### src/rtl/lane_tx_pkg.sv
// Shared constants and types for the lane transmit path.
// Used by the transmit arbiter and the byte-slot generator.
package lane_tx_pkg;

  localparam logic [7:0] IDLE_BYTE_DEF  = 8'hBC;
  localparam int         BYTES_PER_WORD = 4;

  typedef enum logic {
    ST_IDLE = 1'b0,
    ST_SEND = 1'b1
  } state_t;

  function automatic int cnt_width(input int div);
    return (div < 2) ? 1 : $clog2(div);
  endfunction

endpackage

### src/rtl/lane_slot_gen.sv
// Byte-slot strobe generator: divides clk_32f by CLK_DIV.
// Shared between the transmit serializer and the receive gatherer.
module lane_slot_gen
  import lane_tx_pkg::*;
#(
  parameter int CLK_DIV = 8
) (
  input  logic clk_32f,
  input  logic reset,
  output logic slot
);

  localparam int            CW   = cnt_width(CLK_DIV);
  localparam logic [CW-1:0] LAST = CW'(CLK_DIV - 1);

  logic [CW-1:0] div_cnt;

  always_ff @(posedge clk_32f) begin
    if (!reset)
      div_cnt <= '0;
    else if (slot)
      div_cnt <= '0;
    else
      div_cnt <= div_cnt + CW'(1);
  end

  assign slot = (div_cnt == LAST);

endmodule

### src/rtl/lane_tx_arbiter.sv
// Round-robin arbiter feeding two 32-bit sources into one
// byte lane, MSB byte first, one byte per slot.
module lane_tx_arbiter
  import lane_tx_pkg::*;
#(
  parameter int         CLK_DIV   = 8,
  parameter logic [7:0] IDLE_BYTE = IDLE_BYTE_DEF
) (
  input  logic        clk_32f,
  input  logic        reset,
  input  logic [31:0] req0_data,
  input  logic        req0_valid,
  output logic        req0_ready,
  input  logic [31:0] req1_data,
  input  logic        req1_valid,
  output logic        req1_ready,
  output logic [7:0]  data_out,
  output logic        valid_out,
  output logic        grant_out,
  output logic        busy
);

  localparam logic [1:0] LAST_IDX = 2'(BYTES_PER_WORD - 1);

  state_t      state;
  state_t      state_nx;
  logic        slot;
  logic [1:0]  byte_idx;
  logic [23:0] sreg;
  logic        last_grant;
  logic        last_byte;
  logic        load_opp;
  logic        take;
  logic        pick;
  logic [31:0] word;

  lane_slot_gen #(
    .CLK_DIV (CLK_DIV)
  ) u_slot (
    .clk_32f (clk_32f),
    .reset   (reset),
    .slot    (slot)
  );

  assign last_byte = (state == ST_SEND) && (byte_idx == LAST_IDX);
  assign load_opp  = slot && ((state == ST_IDLE) || last_byte);

  always_ff @(posedge clk_32f) begin
    if (!reset)
      state <= ST_IDLE;
    else
      state <= state_nx;
  end

  always_comb begin
    state_nx = state;
    if (slot) begin
      if (take)
        state_nx = ST_SEND;
      else if (last_byte)
        state_nx = ST_IDLE;
    end
  end

  // Tie-break flips against the previous winner only when both ask.
  always_comb begin
    take       = reset && load_opp && (req0_valid || req1_valid);
    pick       = (req0_valid && req1_valid) ? ~last_grant : req1_valid;
    req0_ready = take && !pick;
    req1_ready = take && pick;
    word       = pick ? req1_data : req0_data;
  end

  always_ff @(posedge clk_32f) begin
    if (!reset) begin
      byte_idx   <= '0;
      last_grant <= 1'b1;
      sreg       <= '0;
      data_out   <= IDLE_BYTE;
      valid_out  <= 1'b0;
      grant_out  <= 1'b0;
      busy       <= 1'b0;
    end else if (slot) begin
      if (take) begin
        sreg       <= word[23:0];
        data_out   <= word[31:24];
        valid_out  <= 1'b1;
        grant_out  <= pick;
        last_grant <= pick;
        byte_idx   <= '0;
        busy       <= 1'b1;
      end else if ((state == ST_SEND) && !last_byte) begin
        byte_idx <= byte_idx + 2'd1;
        sreg     <= {sreg[15:0], 8'h00};
        data_out <= sreg[23:16];
      end else begin
        data_out  <= IDLE_BYTE;
        valid_out <= 1'b0;
        busy      <= 1'b0;
      end
    end
  end

endmodule

### config.mk
export PLATFORM = sky130hd
export DESIGN_NAME = lane_tx_arbiter
export DESIGN_NICKNAME = d
export VERILOG_FILES = /design/src/rtl/lane_tx_pkg.sv /design/src/rtl/lane_slot_gen.sv /design/src/rtl/lane_tx_arbiter.sv
export SDC_FILE = /design/constraint.sdc
export NUM_CORES = 1
export LEC_CHECK = 0
export CAP_MARGIN = 20
export CORE_ASPECT_RATIO = 1.4
export CORE_MARGIN = 4
export CORE_UTILIZATION = 45
export CTS_BUF_LIST = sky130_fd_sc_hd__clkbuf_2
export DETAILED_ROUTE_END_ITERATION = 10
export PLACE_DENSITY = 0.82
export SLEW_MARGIN = 25
export SYNTH_ARGS = -nofsm -noshare
export SYNTH_HDL_FRONTEND = slang
export SYNTH_HIERARCHICAL = 1
export SYNTH_SLANG_ARGS = --single-unit
### constraint.sdc
create_clock -name clk_32f -period 2.97 [get_ports clk_32f]
set_clock_uncertainty 0.2 [all_clocks]
set_input_delay 0.7425 -clock clk_32f [delete_from_list [all_inputs] [get_ports clk_32f]]
set_output_delay 0.7425 -clock clk_32f [all_outputs]
set_load 0.01 [all_outputs]
# Word level (Yosys, flattened, before mapping)
# Index checks and enable logic that the tools add are counted.
word_totals:
  ff_bits: 41
  in_bits: 68
  out_inout_bits: 13
  wordCells: 47
classes:
  add_sub_neg: 2
  n_eq_ne: 3
  n_mux: 12
  bitwise: 3
  reduce_logical: 19
ops:
  columns: ["cell", "count"]
  rows:
  - ["two-way mux 24 bit", 2]
  - ["two-way mux 32 bit", 1]
  - ["two-way mux 8 bit", 2]
  - ["logical AND 1 bit", 8]
  - ["AND reduction 2 bit", 4]
  - ["two-way mux 1 bit", 5]
  - ["two-way mux 2 bit", 2]
  - ["nonzero test 2 bit", 2]
  - ["adder 3 x 1 -> 3 bit, second input constant", 1]
  - ["equality test 3 bit, second input constant", 1]
  - ["NOT 1 bit", 3]
  - ["adder 2 x 1 -> 2 bit, second input constant", 1]
  - ["equality test 2 bit, second input constant", 1]
  - ["zero test 1 bit", 2]
  - ["logical OR 1 bit", 2]
  - ["!= test 2 bit, second input constant", 1]
  - ["OR reduction 2 bit", 1]

# Logic depth before layout (Yosys ltp)
# Gate-level depths: netlist of run 1.
depth:
  word_depth: 8
  mapped_depth: 8
  depth_no_buf: 5

# By module
# The synthesis of run 1 kept the hierarchy.
modules_own_cells:
  columns: ["mod", "n_inst", "cells_per_inst", "area_each_um2", "seq_area_each_um2"]
  rows:
  - ["lane_tx_arbiter", 1, 210, 1973.1, 760.7]
  - ["lane_slot_gen", 1, 8, 115.1, 60.1]

# Least setup slack after synthesis of run 1
# Ideal clock, no wire load.
synth_path:
  path_type: "input -> output"
  start: "input reset"
  end: "output req1_ready"
  arrival_time_ns: 1.680
  t_required_ns: 2.027
  path_slack_ns: 0.348
  stages: 6
  path_buffers: 2
  cell_sequence: "buf_2 o21ai_2 nor3b_4 buf_6 nand2_1 inv_1"
synth_between:
  elab_chain_cells: 3
synth_rtl:
  columns: ["element", "line", "text"]
  rows:
  - ["start: declaration", "lane_tx_arbiter.sv:10", "input logic reset,"]
  - ["logical AND 1 bit (2 in a row)", "lane_tx_arbiter.sv:67", "take = reset && load_opp && (req0_valid || req1_valid);"]
  - ["logical AND 1 bit", "lane_tx_arbiter.sv:70", "req1_ready = take && pick;"]
  - ["end: declaration", "lane_tx_arbiter.sv:16", "output logic req1_ready,"]
# Every way passes these cells.

# Worst setup path in the final report of run 1
layout_path:
  start: "input req0_valid"
  end: "output req1_ready"
layout_between:
  elab_chain_cells: 3
  word_cells_on_any_way: 5
layout_rtl:
  columns: ["element", "line", "text"]
  rows:
  - ["start: declaration", "lane_tx_arbiter.sv:12", "input logic req0_valid,"]
  - ["logical AND 1 bit / logical OR 1 bit (equally long branches)", "lane_tx_arbiter.sv:68, lane_tx_arbiter.sv:67", null]
  - ["two-way mux 1 bit / logical AND 1 bit (equally long branches)", "lane_tx_arbiter.sv:68, lane_tx_arbiter.sv:67", null]
  - ["logical AND 1 bit (*)", "lane_tx_arbiter.sv:70", null]
# Mark *: on every way between the ends. The rest lies on a longest branch, timed or not.

==> flow_metrics.tcl, run 1 <==
set metrics [dict create \
    vdd_drop_max_v 0.0002208 \
    synth-seq-area-share_pct 39.30 \
    layout_worst_path_cycle_share_pct 97.69 \
    cts_tree "done" \
    synth_ff_type "dfxtp_1" \
    coreArea_sq_mm 0.004499 \
    cp_max_fo 3 \
    fin_area_sq_mm 0.002967 \
    cts.sinks 41 \
    placed_cell_area_sq_mm 0.002938 \
    cp-startpoint "req0_valid" \
    insertion_delay_ps 400 \
    syn_avg_cell_area_sq_um 9.579 \
    drtIter0Drc 152 \
    cp_data_required_time_ps 2030 \
    r2r_end "sreg[21]" \
    total_power_mw 0.9521 \
    critPathArrivalTime_ps 1960 \
    reg2reg_from "u_slot/div_cnt[0]" \
    cp-start-kind "primary input" \
    power_density_mw_per_mm2 320.9 \
    yosys_warnings 6 \
    synth_largest_area_cell "dfxtp_1" \
    syn-cell-area_sq_mm 0.002088 \
    synth-edff-count 0 \
    clock.fmax_mhz 344.7 \
    ant_nets 0 \
    grt_use_total_pct 17.38 \
    async_reset_ff_share_pct 0 \
    finalHoldViolCount 0 \
    drt-total-wl_um 5088 \
    cts_buffer_depth 2 \
    reg2reg_depth 6 \
    ctsHoldBuffers 0 \
    path_class "primary input to output port" \
    grt_use_met2_pct 31.43 \
    min_from "u_slot/div_cnt[0]" \
    row_count 29 \
    grt_use_met3_pct 2.795 \
    wire_per_inst_um 14.09 \
    synth-seq-cells 41 \
    endpoint "req1_ready" \
    top_usage_layer "met2" \
    antenna_found_initial 0 \
    layout_setup_ws_ps 68.63 \
    pre_cts_slack_ps -309.5 \
    nNetsFinal 369 \
    max_cap_violations 0 \
    maxSlewViolCount 0 \
    cts_root_buf "clkbuf_2" \
    ioPinCount 81 \
    synth_area_leaders "dfxtp_1 (39%), mux2_2 (17%), a221oi_1 (6.7%)" \
    rsz0062_at_grt "false" \
    status "complete, no violations" \
    worstMarginPinSlew_ps 584.5 \
    overflow 0 \
    syn_inst 218 \
    via_per_inst 5.396 \
    cp-end-kind "output port" \
    die_x_um 65.58 \
    relSlewSlack_pct 60.81 \
    numCtsBuffers 5 \
    total_leakage_power_nw 1.157 \
    diodes 0 \
    grt_pass1_vias 1793 \
    grt_util_met1_pct 19.91 \
    fin_crit_ps 2901 \
    ff2ff_setup_slack_ps 890 \
    first_pass_iters 4 \
    syn-num-nets 289 \
    portBuffers 80 \
    grt_max_degree 30 \
    dp_hpwl_um 3768 \
    drcViolationCount 0 \
    clk_pin_slew_ps 180 \
    synth_cell_types 31 \
    synth_most_common_cell "dfxtp_1" \
    setup-violations-final 0 \
    holdCritPathClass "register to register" \
    syn2layout_area_growth_pct 42.06 \
    num_vias 1948 \
    netlist_top_cells_count "dfxtp_1 (41), mux2_2 (31), nor2_1 (27)" \
    start_util_pct 46.41 \
    globalplace.congestion 0.7530 \
    clock_tree.htree_level_count 2 \
    layout-drive-gt1-share_pct 19.40 \
    worst_hold_slack_ps 257.2 \
    grt_pass1_wl_um 7955 \
    synth_top_area_share_pct 39.30 \
    die_h_um 88.60 \
    die_area_sq_mm 0.005810 \
]
-- cells by family (layout without fill, tap and decap cells) --
logic type | count (synthesis) | after routing | synth area share, %
compound gates | 62 | 62 | 21.51
fa+ha+maj | 3 | 3 | 1.798
buf+inv | 22 | 103 | 6.411
flops | 41 | 41 | 39.31
mux | 32 | 32 | 17.26
simple gates | 58 | 58 | 13.72
-- where the power goes --
part / total [mW] / switching [mW] / leakage, nW / internal, mW
logic: 0.171 / 0.0489 / 0.798 / 0.122
clock network: 0.222 / 0.171 / 0.0278 / 0.0515
registers: 0.559 / 0.00256 / 0.331 / 0.556
-- critical path, cell delays in order --
cell,delay [ps]
clkdlybuf4s50_1,500
o21ai_2,80
buf_4,150
nor3b_4,190
nand2_1,90
inv_1,60
buf_2,120
-- through the flow --
| stage | instances | TNS (ps) | utilization [%] |
|---|---|---|---|
| after floorplan | 218 | 0 | - |
| after global placement | 353 | -608.8 | 65.29 |
| after detailed placement | 353 | -624.9 | 65.29 |
| after CTS | 361 | 0 | 66.16 |
| after global routing | 361 | 0 | 65.93 |
| final | 361 | 0 | 65.93 |
-- registers in the layout, summed over array words and instances (netlist names) --
register and cells:
sreg 24, state 1, u_slot/div_cnt 3, byte_idx 2
data_out 8, grant_out 1, busy 1, last_grant 1
-- placed cells by master, fill, tap and decap left out, types with 8 or more instances in the layout --
master,netlist,routed
a221oi_1,16,16
o21ai_0,20,20
buf_4,2,13
dfxtp_1,41,41
nor2_1,27,27
clkdlybuf4s50_1,0,77
a22oi_1,8,8
mux2_2,31,31
nand2_1,12,12
-- cell type report --
type	instances	area, sq um
Tap cell	62	77.57
Inverter	2	7.507
Fill cell	397	1533
Clock buffer	5	25.02
Clock inverter	3	12.51
Multi-Input combinational cell	155	1136
Sequential cell	41	820.8
Timing Repair Buffer	93	887.1
-- what timing repair did --
| action | CTS | global route |
|---|---|---|
| setup buffers | 0 | 0 |
| endpoints found under the setup margin | 2 | 2 |
| resized for setup | 7 | 3 |
| endpoints found under the hold margin | 0 | 0 |
| pin swaps | 0 | 3 |
| cloned | 0 | 0 |
-- worst min-delay path by stage --
| stage | to | slack, ps | cells past startpoint |
|---|---|---|---|
| after global placement | u_slot/div_cnt[0] | 230 | 1 |
| after global routing | u_slot/div_cnt[0] | 290 | 1 |
| after floorplan | u_slot/div_cnt[0] | 220 | 1 |
| final | u_slot/div_cnt[0] | 260 | 1 |
| after detailed placement | u_slot/div_cnt[0] | 240 | 1 |
| after CTS | u_slot/div_cnt[0] | 260 | 1 |
-- per-layer routing --
metal | share of wire [%] | vias up
met3 | 5.7 | 7
met4 | 1.5 | 0
li1 | - | 966
met5 | 0 | -
met2 | 52 | 63
met1 | 40 | 912
Note: power is estimated with default switching activity, not from simulation.
==> run 2, diff against run 1 <==
GPL_TIMING_DRIVEN = 0   (was not set)
==> flow_metrics.tcl, run 2 (synthesis gave the netlist of run 1 again) <==
set metrics [dict create \
    reg2reg_from "u_slot/div_cnt[0]" \
    ff2ff_setup_slack_ps 860 \
    cpMaxStageDelayCell "or3b_1" \
    grt_use_met3_pct 4.574 \
    cts_tree "done" \
    ctsHoldBuffers 0 \
    finalHoldViolCount 0 \
    nNetsFinal 386 \
    cts.sinks 41 \
    hold_path_depth 1 \
    max_cap_violations 0 \
    path_class "primary input to output port" \
    setup-violations-final 0 \
    critPathTopFamily "buffers and inverters" \
    grt_util_met1_pct 21.89 \
    portBuffers 80 \
    overflow 0 \
    drt-total-wl_um 5646 \
    clock.fmax_mhz 346.3 \
    drtIter0Drc 103 \
    grt_use_total_pct 20.24 \
    worstMarginPinSlew_ps 447.0 \
    final_common_cell "clkdlybuf4s50_1" \
    cp-end-kind "output port" \
    holdCritPathClass "register to register" \
    start_util_pct 46.41 \
    die_h_um 88.60 \
    relSlewSlack_pct 70.20 \
    largest_reg_flops 24 \
    die_x_um 65.58 \
    cp_max_fo 8 \
    vdd_drop_max_v 0.0002891 \
    grt_use_met2_pct 37.51 \
    power_density_mw_per_mm2 337.4 \
    total_leakage_power_nw 1.222 \
    syn2layout_area_growth_pct 49.97 \
    wire_per_inst_um 14.94 \
    antenna_found_initial 0 \
    cp-start-kind "primary input" \
    final_cell_mix "clkdlybuf4s50_1 (75), dfxtp_1 (38), mux2_2 (31)" \
    diodes 0 \
    dp_hpwl_um 4258 \
    fin_crit_ps 2888 \
    maxSlewViolCount 0 \
    cts_root_buf "clkbuf_2" \
    row_count 29 \
    numCtsBuffers 5 \
    coreArea_sq_mm 0.004499 \
    reg2reg_depth 9 \
    grt_max_degree 13 \
    placed_cell_area_sq_mm 0.002967 \
    die_area_sq_mm 0.005810 \
    grt_pass1_wl_um 9018 \
    status "complete, no violations" \
    clock_tree.htree_level_count 2 \
    cp-startpoint "req0_valid" \
    critPathArrivalTime_ps 1950 \
    worstPathCellList "clkdlybuf4s15_1 -> o21ai_2 -> or3b_1 -> buf_6 -> nor2_1 -> buf_2" \
    num_vias 2038 \
    via_per_inst 5.392 \
    cp_data_required_time_ps 2030 \
    clk_pin_slew_ps 200 \
    top_usage_layer "met2" \
    cts_buffer_depth 2 \
    layout-drive-gt1-share_pct 23.42 \
    fin_area_sq_mm 0.003132 \
    insertion_delay_ps 420 \
    r2r_end "sreg[15]" \
    rsz0062_at_grt "false" \
    layout_worst_path_cycle_share_pct 97.23 \
    endpoint "req0_ready" \
    ioPinCount 81 \
    top_register "sreg" \
    ant_nets 0 \
    cpPeakStageDelay_ps 390 \
    drcViolationCount 0 \
    crit_cells 6 \
    cp_num_buf_inv 3 \
    worst_hold_slack_ps 232.8 \
    first_pass_iters 4 \
    globalplace.congestion 0.8605 \
    reg_top3 "sreg: 24 flops, data_out: 8 flops, u_slot/div_cnt: 3 flops" \
    grt_pass1_vias 2033 \
]
## run 2: layout make-up
cell class                      count  area, sq um
Inverter                            2        7.507
Sequential cell                    41        824.5
Clock inverter                      2        33.78
Clock buffer                        6        30.03
Multi-Input combinational cell    155         1160
Fill cell                         369         1368
Buffer                             20        138.9
Tap cell                           62        77.57
Timing Repair Buffer               90        859.6
## run 2: power breakdown
part	total (mW)	switching (mW)	leakage (nW)	internal, mW
combinational	0.177	0.0524	0.849	0.125
sequential	0.560	0.00306	0.332	0.557
clock	0.320	0.176	0.0406	0.144
total	1.06	0.232	1.22	0.825
## run 2: how the worst min path moves through the flow
stage                                  from                end  slack (ps)
after global placement    u_slot/div_cnt[0]  u_slot/div_cnt[0]         230
final                     u_slot/div_cnt[0]  u_slot/div_cnt[0]         230
after global routing      u_slot/div_cnt[0]  u_slot/div_cnt[0]         240
after floorplan           u_slot/div_cnt[0]  u_slot/div_cnt[0]         220
after CTS                 u_slot/div_cnt[0]  u_slot/div_cnt[0]         230
after detailed placement  u_slot/div_cnt[0]  u_slot/div_cnt[0]         240
## run 2: through the flow
step / cells / setup TNS, ps / power [mW] / utilization, % / setup slack, ps
2_1_floorplan: 218 / 0 / 0.6385 / - / 347.7
3_3_place_gp: 360 / -1671 / 0.7415 / 65.93 / -922.8
4_1_cts: 378 / 0 / 1.065 / 69.49 / 4.106
6_report: 378 / 0 / 1.057 / 69.61 / 82.13
5_1_grt: 378 / 0 / 1.100 / 69.61 / 0.4001
3_5_place_dp: 360 / -1709 / 0.7447 / 65.93 / -941.2
## run 2: per-layer routing
metal	up-vias	share of wire [%]
met1	937	38
met5	-	0
met3	11	7.5
met4	0	2.0
met2	85	52
li1	1005	-
## run 2: repair_timing
| item | CTS | global route |
|---|---|---|
| pin swaps | 1 | 0 |
| setup buffers | 10 | 0 |
| endpoints found under the setup margin | 2 | 2 |
| endpoints found under the hold margin | 0 | 0 |
| cloned | 0 | 0 |
| resized for setup | 20 | 5 |
==> run 3, diff against run 2 <==
CORE_UTILIZATION = 32   (was 45)
PLACE_DENSITY = not set   (was 0.82)
==> flow_metrics.tcl, run 3 (synthesis gave the netlist of run 1 again) <==
set metrics [dict create \
    cts.sinks 41 \
    fillers 615 \
    ant_nets 0 \
    grt_pass1_wl_um 9811 \
    worstMarginPinSlew_ps 459.9 \
    wire_per_inst_um 15.50 \
    portBuffers 80 \
    register_area_sq_um 824.5 \
    drcViolationCount 0 \
    cts_root_buf "clkbuf_2" \
    largest_reg_flops 24 \
    reg2reg_depth 9 \
    antenna_found_initial 1 \
    reg2reg_from "byte_idx[0]" \
    dp_hpwl_um 4494 \
    hold_path_depth 1 \
    final_cell_mix "clkdlybuf4s50_1 (75), dfxtp_1 (38), mux2_2 (31)" \
    die_x_um 76.28 \
    status "complete, no violations" \
    grt_pass1_vias 2035 \
    maxSlewViolCount 0 \
    cts_tree "done" \
    cp-start-kind "primary input" \
    drtIter0Drc 126 \
    holdPathEnd "u_slot/div_cnt[0]" \
    layout-drive-gt1-share_pct 24.84 \
    cts_buffer_depth 2 \
    via_per_inst 5.192 \
    coreArea_sq_mm 0.006296 \
    worst_hold_slack_ps 231.7 \
    grt_max_degree 14 \
    placed_cell_area_sq_mm 0.002979 \
    drt-total-wl_um 6060 \
    pre_cts_slack_ps -1001 \
    insertion_delay_ps 400 \
    fin_area_sq_mm 0.003179 \
    layout_setup_ws_ps 75.33 \
    fin_crit_ps 2895 \
    reg_top3 "sreg: 24 flops, data_out: 8 flops, u_slot/div_cnt: 3 flops" \
    clock_tree.htree_level_count 2 \
    ff2ff_setup_slack_ps 920 \
    num_vias 2030 \
    place_inst 370 \
    top_register "sreg" \
    cp_data_required_time_ps 2030 \
    die_area_sq_mm 0.007901 \
    power_density_mw_per_mm2 334.6 \
    setup-violations-final 0 \
    layout_worst_path_cycle_share_pct 97.46 \
    syn2layout_area_growth_pct 52.25 \
    ioPinCount 81 \
    clock.fmax_mhz 345.5 \
    overflow 0 \
    path_class "primary input to output port" \
    critPathArrivalTime_ps 1950 \
    ctsHoldBuffers 0 \
    die_h_um 103.6 \
    final_common_cell "clkdlybuf4s50_1" \
    cp-end-kind "output port" \
    cp_max_fo 8 \
    nNetsFinal 388 \
    relSlewSlack_pct 69.34 \
    total_leakage_power_nw 1.229 \
    globalplace.congestion 0.7715 \
    r2r_end "sreg[19]" \
    numCtsBuffers 5 \
    finalNonFillerCells 391 \
    grt_use_total_pct 15.33 \
    vdd_drop_max_v 0.0002306 \
    first_pass_iters 4 \
    finalHoldViolCount 0 \
    clk_pin_slew_ps 200 \
    min_from "u_slot/div_cnt[0]" \
    holdCritPathClass "register to register" \
    start_util_pct 33.17 \
    row_count 34 \
    max_cap_violations 0 \
    multiInputGateArea_sq_mm 0.001170 \
]
[run 3: per-layer routing]
layer	part of all wire (%)	global-route usage (%)	up-vias
li1	-	-	1001
met1	40	17.14	962
met2	53	27.61	59
met3	5.6	3.646	8
met4	1.8	6.088	0
met5	0	0	-
[run 3: per-stage QoR]
| step | setup TNS (ps) | util (%) | power, mW |
|---|---|---|---|
| 2_1_floorplan | 0 | - | 0.6385 |
| 5_1_grt | -4.186 | 50.50 | 1.112 |
| 3_5_place_dp | -1823 | 47.32 | 0.7462 |
| 4_1_cts | 0 | 49.50 | 1.073 |
| 6_report | 0 | 50.50 | 1.064 |
| 3_3_place_gp | -1820 | 47.32 | 0.7444 |
[run 3: cell type report]
type	instances	share of cell area, %
buffer	20	4.368
inverter	2	0.2361
timing repair buffer	92	27.67
clock inverter	3	1.299
multi-input combinational	155	36.80
clock buffer	5	0.7871
antenna	1	0.07871
sequential	41	25.93
tap	72	2.834
[run 3: worst max-delay path by stage]
| stage | start | end | cells past startpoint | slack (ps) |
|---|---|---|---|---|
| 6_report | req0_valid | req0_ready | 6 | 80 |
| 5_1_grt | u_slot/div_cnt[0] | req0_ready | 6 | -4 |
| 4_1_cts | byte_idx[0] | req1_ready | 8 | 5 |
| 3_5_place_dp | reset | req1_ready | 8 | -1000 |
| 3_3_place_gp | reset | req1_ready | 8 | -1000 |
| 2_1_floorplan | reset | req1_ready | 6 | 350 |
[run 3: timing repair]
| item | in CTS | in global routing |
|---|---|---|
| resized for setup | 19 | 9 |
| setup endpoints to repair | 2 | 2 |
| buffers inserted | 7 | 5 |
| pin swaps | 1 | 2 |
[run 3: report_power, final]
| group | internal, mW | total (mW) | switching (mW) |
|---|---|---|---|
| clock network | 0.139 | 0.324 | 0.185 |
| logic | 0.125 | 0.180 | 0.0542 |
| registers | 0.557 | 0.560 | 0.00294 |
| total | 0.822 | 1.06 | 0.242 |
[run 3: worst max-delay path, stage by stage]
cell             delay [ps]
clkdlybuf4s15_1         300
o21ai_2                 150
or3b_4                  390
buf_6                   150
nor2_2                  100
buf_2                   130
==> variant 1: new RTL, config.mk and constraints of run 1 <==
`CLK_DIV` is set to 8 in 2 places; all go to 16.
--- a/src/rtl/lane_slot_gen.sv
+++ b/src/rtl/lane_slot_gen.sv
@@ -3,7 +3,7 @@
 module lane_slot_gen
   import lane_tx_pkg::*;
 #(
-  parameter int CLK_DIV = 8
+  parameter int CLK_DIV = 16
 ) (
   input  logic clk_32f,
   input  logic reset,
--- a/src/rtl/lane_tx_arbiter.sv
+++ b/src/rtl/lane_tx_arbiter.sv
@@ -3,7 +3,7 @@
 module lane_tx_arbiter
   import lane_tx_pkg::*;
 #(
-  parameter int         CLK_DIV   = 8,
+  parameter int         CLK_DIV   = 16,
   parameter logic [7:0] IDLE_BYTE = IDLE_BYTE_DEF
 ) (
   input  logic        clk_32f,
Function: changed (a bounded check fails within 10 cycles, from zero or initial values and one cycle with reset low).
==> variant 1 against run 1 <==
Routed wire length rose by 4.3%. Synthesized cell count rose by 3.7%. Synthesized area rose by 2.6%. Core utilization rose by 0.21 points. Clock power rose by 2%. Largest power group unchanged. Final area rose by 1.9%. Fmax rose by 3.8%. Setup slack improved by 0.11 ns. Count of clock-buffer cells in the layout rose by 2. Sequential cell count rose by 1. Total power rose by 1.1%.
==> variant 1: results (changes against run 1) <==
grt:
  met3_usage_pct: 3.362  # +0.57 points
  grt_pass1_wl_mm: 8.625  # +8.4%
  gr-usage-all-layers_pct: 18.92  # +1.5 points
  grt_max_degree: 31  # +3.3%
  grt_pass1_vias: 1940  # +8.2%
  gr-usage-met1_pct: 21.39  # +1.5 points
cells_and_area:
  reg_top3: "sreg (24), data_out (8), u_slot/div_cnt (4)"
  drive_above_1_share_pct: 20.66  # +1.3 points
  fin_nets: 375  # +1.6%
  final_cells: 367  # +1.7%
timing:
  worst_pin_slew_ns: 0.7574  # +0.1729 ns
critical_path:
  cp-startpoint: "u_slot/div_cnt[0]$_SDFF_PP0_"
  r2r_start: "byte_idx[0]$_SDFFE_PN0P_"
  worst_path_max_delay_cell: "dfxtp_2"
  cpPeakStageDelay_ns: 0.40  # -0.10 ns
  critPathMaxFanout: 6  # +3
  critical_path.top_delay_family: "simple AND/OR/NAND/NOR gates"
  crit_arrival_ns: 1.85  # -0.11 ns
route:
  drtIter0Drc: 119  # -22%
  vias_per_cell: 5.379  # -0.32%
  route.detailed.wl_per_inst_um: 14.46  # +2.6%
logic_synthesis:
  synth_top_cells_by_count: "42 x dfxtp_1, 31 x mux2_2, 28 x nor2_1"
  avgSynthCellArea_um2: 9.478  # -1.1%
  synth_compound_area_share_pct: 21.79  # +0.28 points
  synth_xor_area_share_pct: 0.4089  # +0.41 points
  syn_nets: 296  # +2.4%
  synth_cell_type_count: 35  # +13%
  synth-seq-area-share_pct: 39.25  # -0.053 points
  synth_fa_ha_area_share_pct: 1.168  # -0.63 points
placed_design:
  place_ws_ns: -0.3301  # -0.02058 ns
  placed_cells: 360  # +2.0%
  gp_congestion: 0.7542  # +0.16%
power:
  leakage_uw: 0.001174  # +1.5%
  ir_drop_v: 0.0002519  # +14%
status:
  status: "completed"
clocking:
  clock_latency_ns: 0.38  # -0.02 ns
  post_cts_resized: 8  # +1
[variant 1: changes by cell type in the layout (fill, tap and decap cells not counted), moves of 2 or more]
cell	run 1	this run
clkbuf_2	5	7
dfxtp_2	0	3
clkinv_1	2	0
clkdlybuf4s50_1	77	75
dfxtp_1	41	39
and3b_1	2	0
[variant 1: cell type report]
class	instances	area [µm²]
fillers	393	1548
multi-input cells	161	1169
repair buffers	92	887.1
flip-flops and latches	42	844.6
well taps	62	77.57
clock buffers	7	35.03
inverters	3	11.26
[variant 1: kinds of logic after synthesis]
family                     after synthesis
and+or+nand+nor                         61
AOI/OAI and AO/OA                       65
adders and majority gates                2
DFF                                     42
xor gates and xnor gates                 1
buffers and inverters                   23
muxes                                   32
[variant 1: layer usage]
metal	share of wire [%]	vias up	routed length, µm
li1	-	990	-
met1	41	921	2163
met2	52	55	2762
met3	5.5	8	291
met4	1.7	0	90
met5	0	-	0
[variant 1: path summary, 6_finish.rpt]
kind                                       end  slack [ns]  cells after the start
setup / recovery                    req0_ready        0.18                      5
hold / removal    u_slot/div_cnt[0]$_SDFF_PP0_        0.26                      1
setup reg to reg         sreg[21]$_SDFFE_PN0P_        0.83                      5
hold reg to reg   u_slot/div_cnt[0]$_SDFF_PP0_        0.26                      1
[variant 1: metrics by stage]
stage / utilization, % / setup TNS [ns] / cell area (µm²) / hold slack, ns / power [µW]
final: 66.15 / 0 / 3024 / 0.2637 / 962.8
after global routing: 66.15 / 0 / 3024 / 0.2737 / 1008
after CTS: 66.04 / 0 / 3019 / 0.2765 / 968.5
after detailed placement: 65.27 / -0.6628 / 2984 / 0.2560 / 748.1
after global placement: 65.27 / -0.6213 / 2984 / 0.2510 / 744.4
after floorplan: - / 0 / 2142 / 0.2416 / 646.3
[variant 1: power groups by stage]
stage	registers, µW	clock network, µW	logic, µW
final	572	227	164
after global routing	573	260	175
after CTS	571	232	165
after detailed placement	583	0	165
after global placement	582	0	162
after floorplan	582	0	64.3
==> variant 2: new RTL, settings of run 1 <==
Made on the original files. Make the reset (`reset`) asynchronous in 3 clocked blocks.
--- a/src/rtl/lane_slot_gen.sv
+++ b/src/rtl/lane_slot_gen.sv
@@ -15,7 +15,7 @@
 
   logic [CW-1:0] div_cnt;
 
-  always_ff @(posedge clk_32f) begin
+  always_ff @(posedge clk_32f or negedge reset) begin
     if (!reset)
       div_cnt <= '0;
     else if (slot)
--- a/src/rtl/lane_tx_arbiter.sv
+++ b/src/rtl/lane_tx_arbiter.sv
@@ -45,7 +45,7 @@
   assign last_byte = (state == ST_SEND) && (byte_idx == LAST_IDX);
   assign load_opp  = slot && ((state == ST_IDLE) || last_byte);
 
-  always_ff @(posedge clk_32f) begin
+  always_ff @(posedge clk_32f or negedge reset) begin
     if (!reset)
       state <= ST_IDLE;
     else
@@ -71,7 +71,7 @@
     word       = pick ? req1_data : req0_data;
   end
 
-  always_ff @(posedge clk_32f) begin
+  always_ff @(posedge clk_32f or negedge reset) begin
     if (!reset) begin
       byte_idx   <= '0;
       last_grant <= 1'b1;
Check against the original RTL: differs if reset is asserted again (counterexample within 10 cycles, from zero or initial values and one cycle with reset low); with reset held inactive, the same outputs for 10 cycles.
==> variant 2 against run 1 <==
Setup slack lost 0.00085 ns. Die area rose by 11%. Routed wire length rose by 7.6%. Sequential cell count is the same. Synthesized area increased by 12%. Via count fell by 1.2%. Final area up 8.1%. Critical path type unchanged. Critical endpoint unchanged. Largest cell class unchanged.
Power is not compared: it rests on default switching activity, and its combinational part moved more than twofold at a synthesized area within 25%.
==> variant 2: results (changes against run 1) <==
status:
  status: "completed"
placed_design:
  place_ws_ns: -0.2305  # +0.07905 ns
  dpl_cell_area_um2: 3166  # +7.8%
  placed_cells: 348  # -1.4%
  dp_hpwl_mm: 3.868  # +2.6%
  gp_congestion: 0.7431  # -1.3%
  io_buffers: 80  # unchanged
route:
  vias: 1925  # -1.2%
  vias_per_cell: 5.392  # about the same
  route.detailed.wl_per_inst_um: 15.33  # +8.8%
  top_layer: "met4"
  dr.pass1.iters: 4  # unchanged
  routed-wl-met3_um: 338  # +16%
  met1Wirelength_mm: 2.282  # +11%
  wl_met2_mm: 2.780  # +4.3%
  drtIter0Drc: 85  # -44%
critical_path:
  reg2reg_depth: 5  # -1
  r2r-end: "byte_idx[1]$_DFFE_PN0P_"
  r2r_slack_ns: 0.90
  cpPeakStageDelay_ns: 0.50  # about the same
  worst_path_max_delay_cell: "clkdlybuf4s50_1"
  critPathMaxFanout: 3  # unchanged
  r2r_start: "u_slot/div_cnt[0]$_DFF_PN0_"
  crit_arrival_ns: 1.96  # about the same
  crit_end: "req1_ready"
grt:
  use_met2_pct: 30.41  # -1.0 points
  gr-usage-met1_pct: 22.73  # +2.8 points
  grt_pass1_wl_mm: 8.976  # +13%
  grt_max_degree: 55  # +83%
  grt_pass1_vias: 1952  # +8.9%
  gr-usage-all-layers_pct: 18.19  # +0.81 points
  grt_antenna_before_repair: 0  # unchanged
  met3_usage_pct: 4.087  # +1.3 points
power:
  leakage_uw: 0.001343
  powerSeq_uw: 878
  comb_cell_power_uw: 794
  p_clk_uw: 236
  ir_drop_v: 0.0003736
  internal_power_uw: 1251
logic_synthesis:
  synth-seq-area-share_pct: 44.27  # +5.0 points
  synth_cell_type_count: 30  # -3.2%
  async_flop_share_pct: 100.0  # +100 points
  avgSynthCellArea_um2: 11.01  # +15%
  synth_top_cells_by_count: "35 x dfrtp_1, 32 x mux2i_1, 19 x a31oi_1"
  synthTopCellsByArea: "dfrtp_1 38%, mux2i_1 14%, dfstp_2 6.8%, o211ai_1 5.1%, a31oi_1 5.1%"
  syn_nets: 283  # -2.1%
clocking:
  cts.path.max_buffers: 2  # unchanged
  cts_buffers: 5  # unchanged
cells_and_area:
  reg_top3: "sreg (24), data_out (8), u_slot/div_cnt (3)"
  drive_above_1_share_pct: 13.99  # -5.4 points
  fin_nets: 363  # -1.6%
timing:
  worst_pin_slew_ns: 0.5421  # -0.04233 ns
  period_needed_ns: 2.902  # +0.0008546 ns
  fin_hold_ws_ns: 0.2064  # -0.05080 ns
  fin_tns_setup_ns: 0  # unchanged
worst_hold_path:
  hp-class: "in -> async"
==> variant 2: changes by cell type after synthesis, sizes merged, moves of 30 or more <==
cell | run 1 | this run
dfxtp | 41 | 0
mux2 | 32 | 2
dfrtp | 0 | 35
mux2i | 0 | 32
==> variant 2: cells by family after synthesis <==
family	synth area share [%]
AO/OA/AOI/OAI	19.88
adder cells (fa/ha/maj)	1.608
buffers and inverters	6.216
flip-flops	44.27
multiplexers	15.01
AND/OR/NAND/NOR	13.02
==> variant 2: repair_timing <==
action	CTS	global route
setup buffers	1	0
gates resized for setup	2	3
setup endpoints to repair	2	2
pin swaps	1	1
==> variant 2: worst max-delay path: cells and delay by family <==
kind | cells | cell delay, ns
buf+inv | 2 | 0.73
simple gates | 2 | 0.30
compound gates | 1 | 0.19
==> variant 2: layout make-up <==
cell class | instances | area [µm²]
clock buffer | 7 | 35.03
clock inverter | 1 | 5.005
fill | 405 | 1747
multi-input combinational | 151 | 1166
sequential | 41 | 1033
tap | 64 | 80.08
timing repair buffer | 93 | 888.4
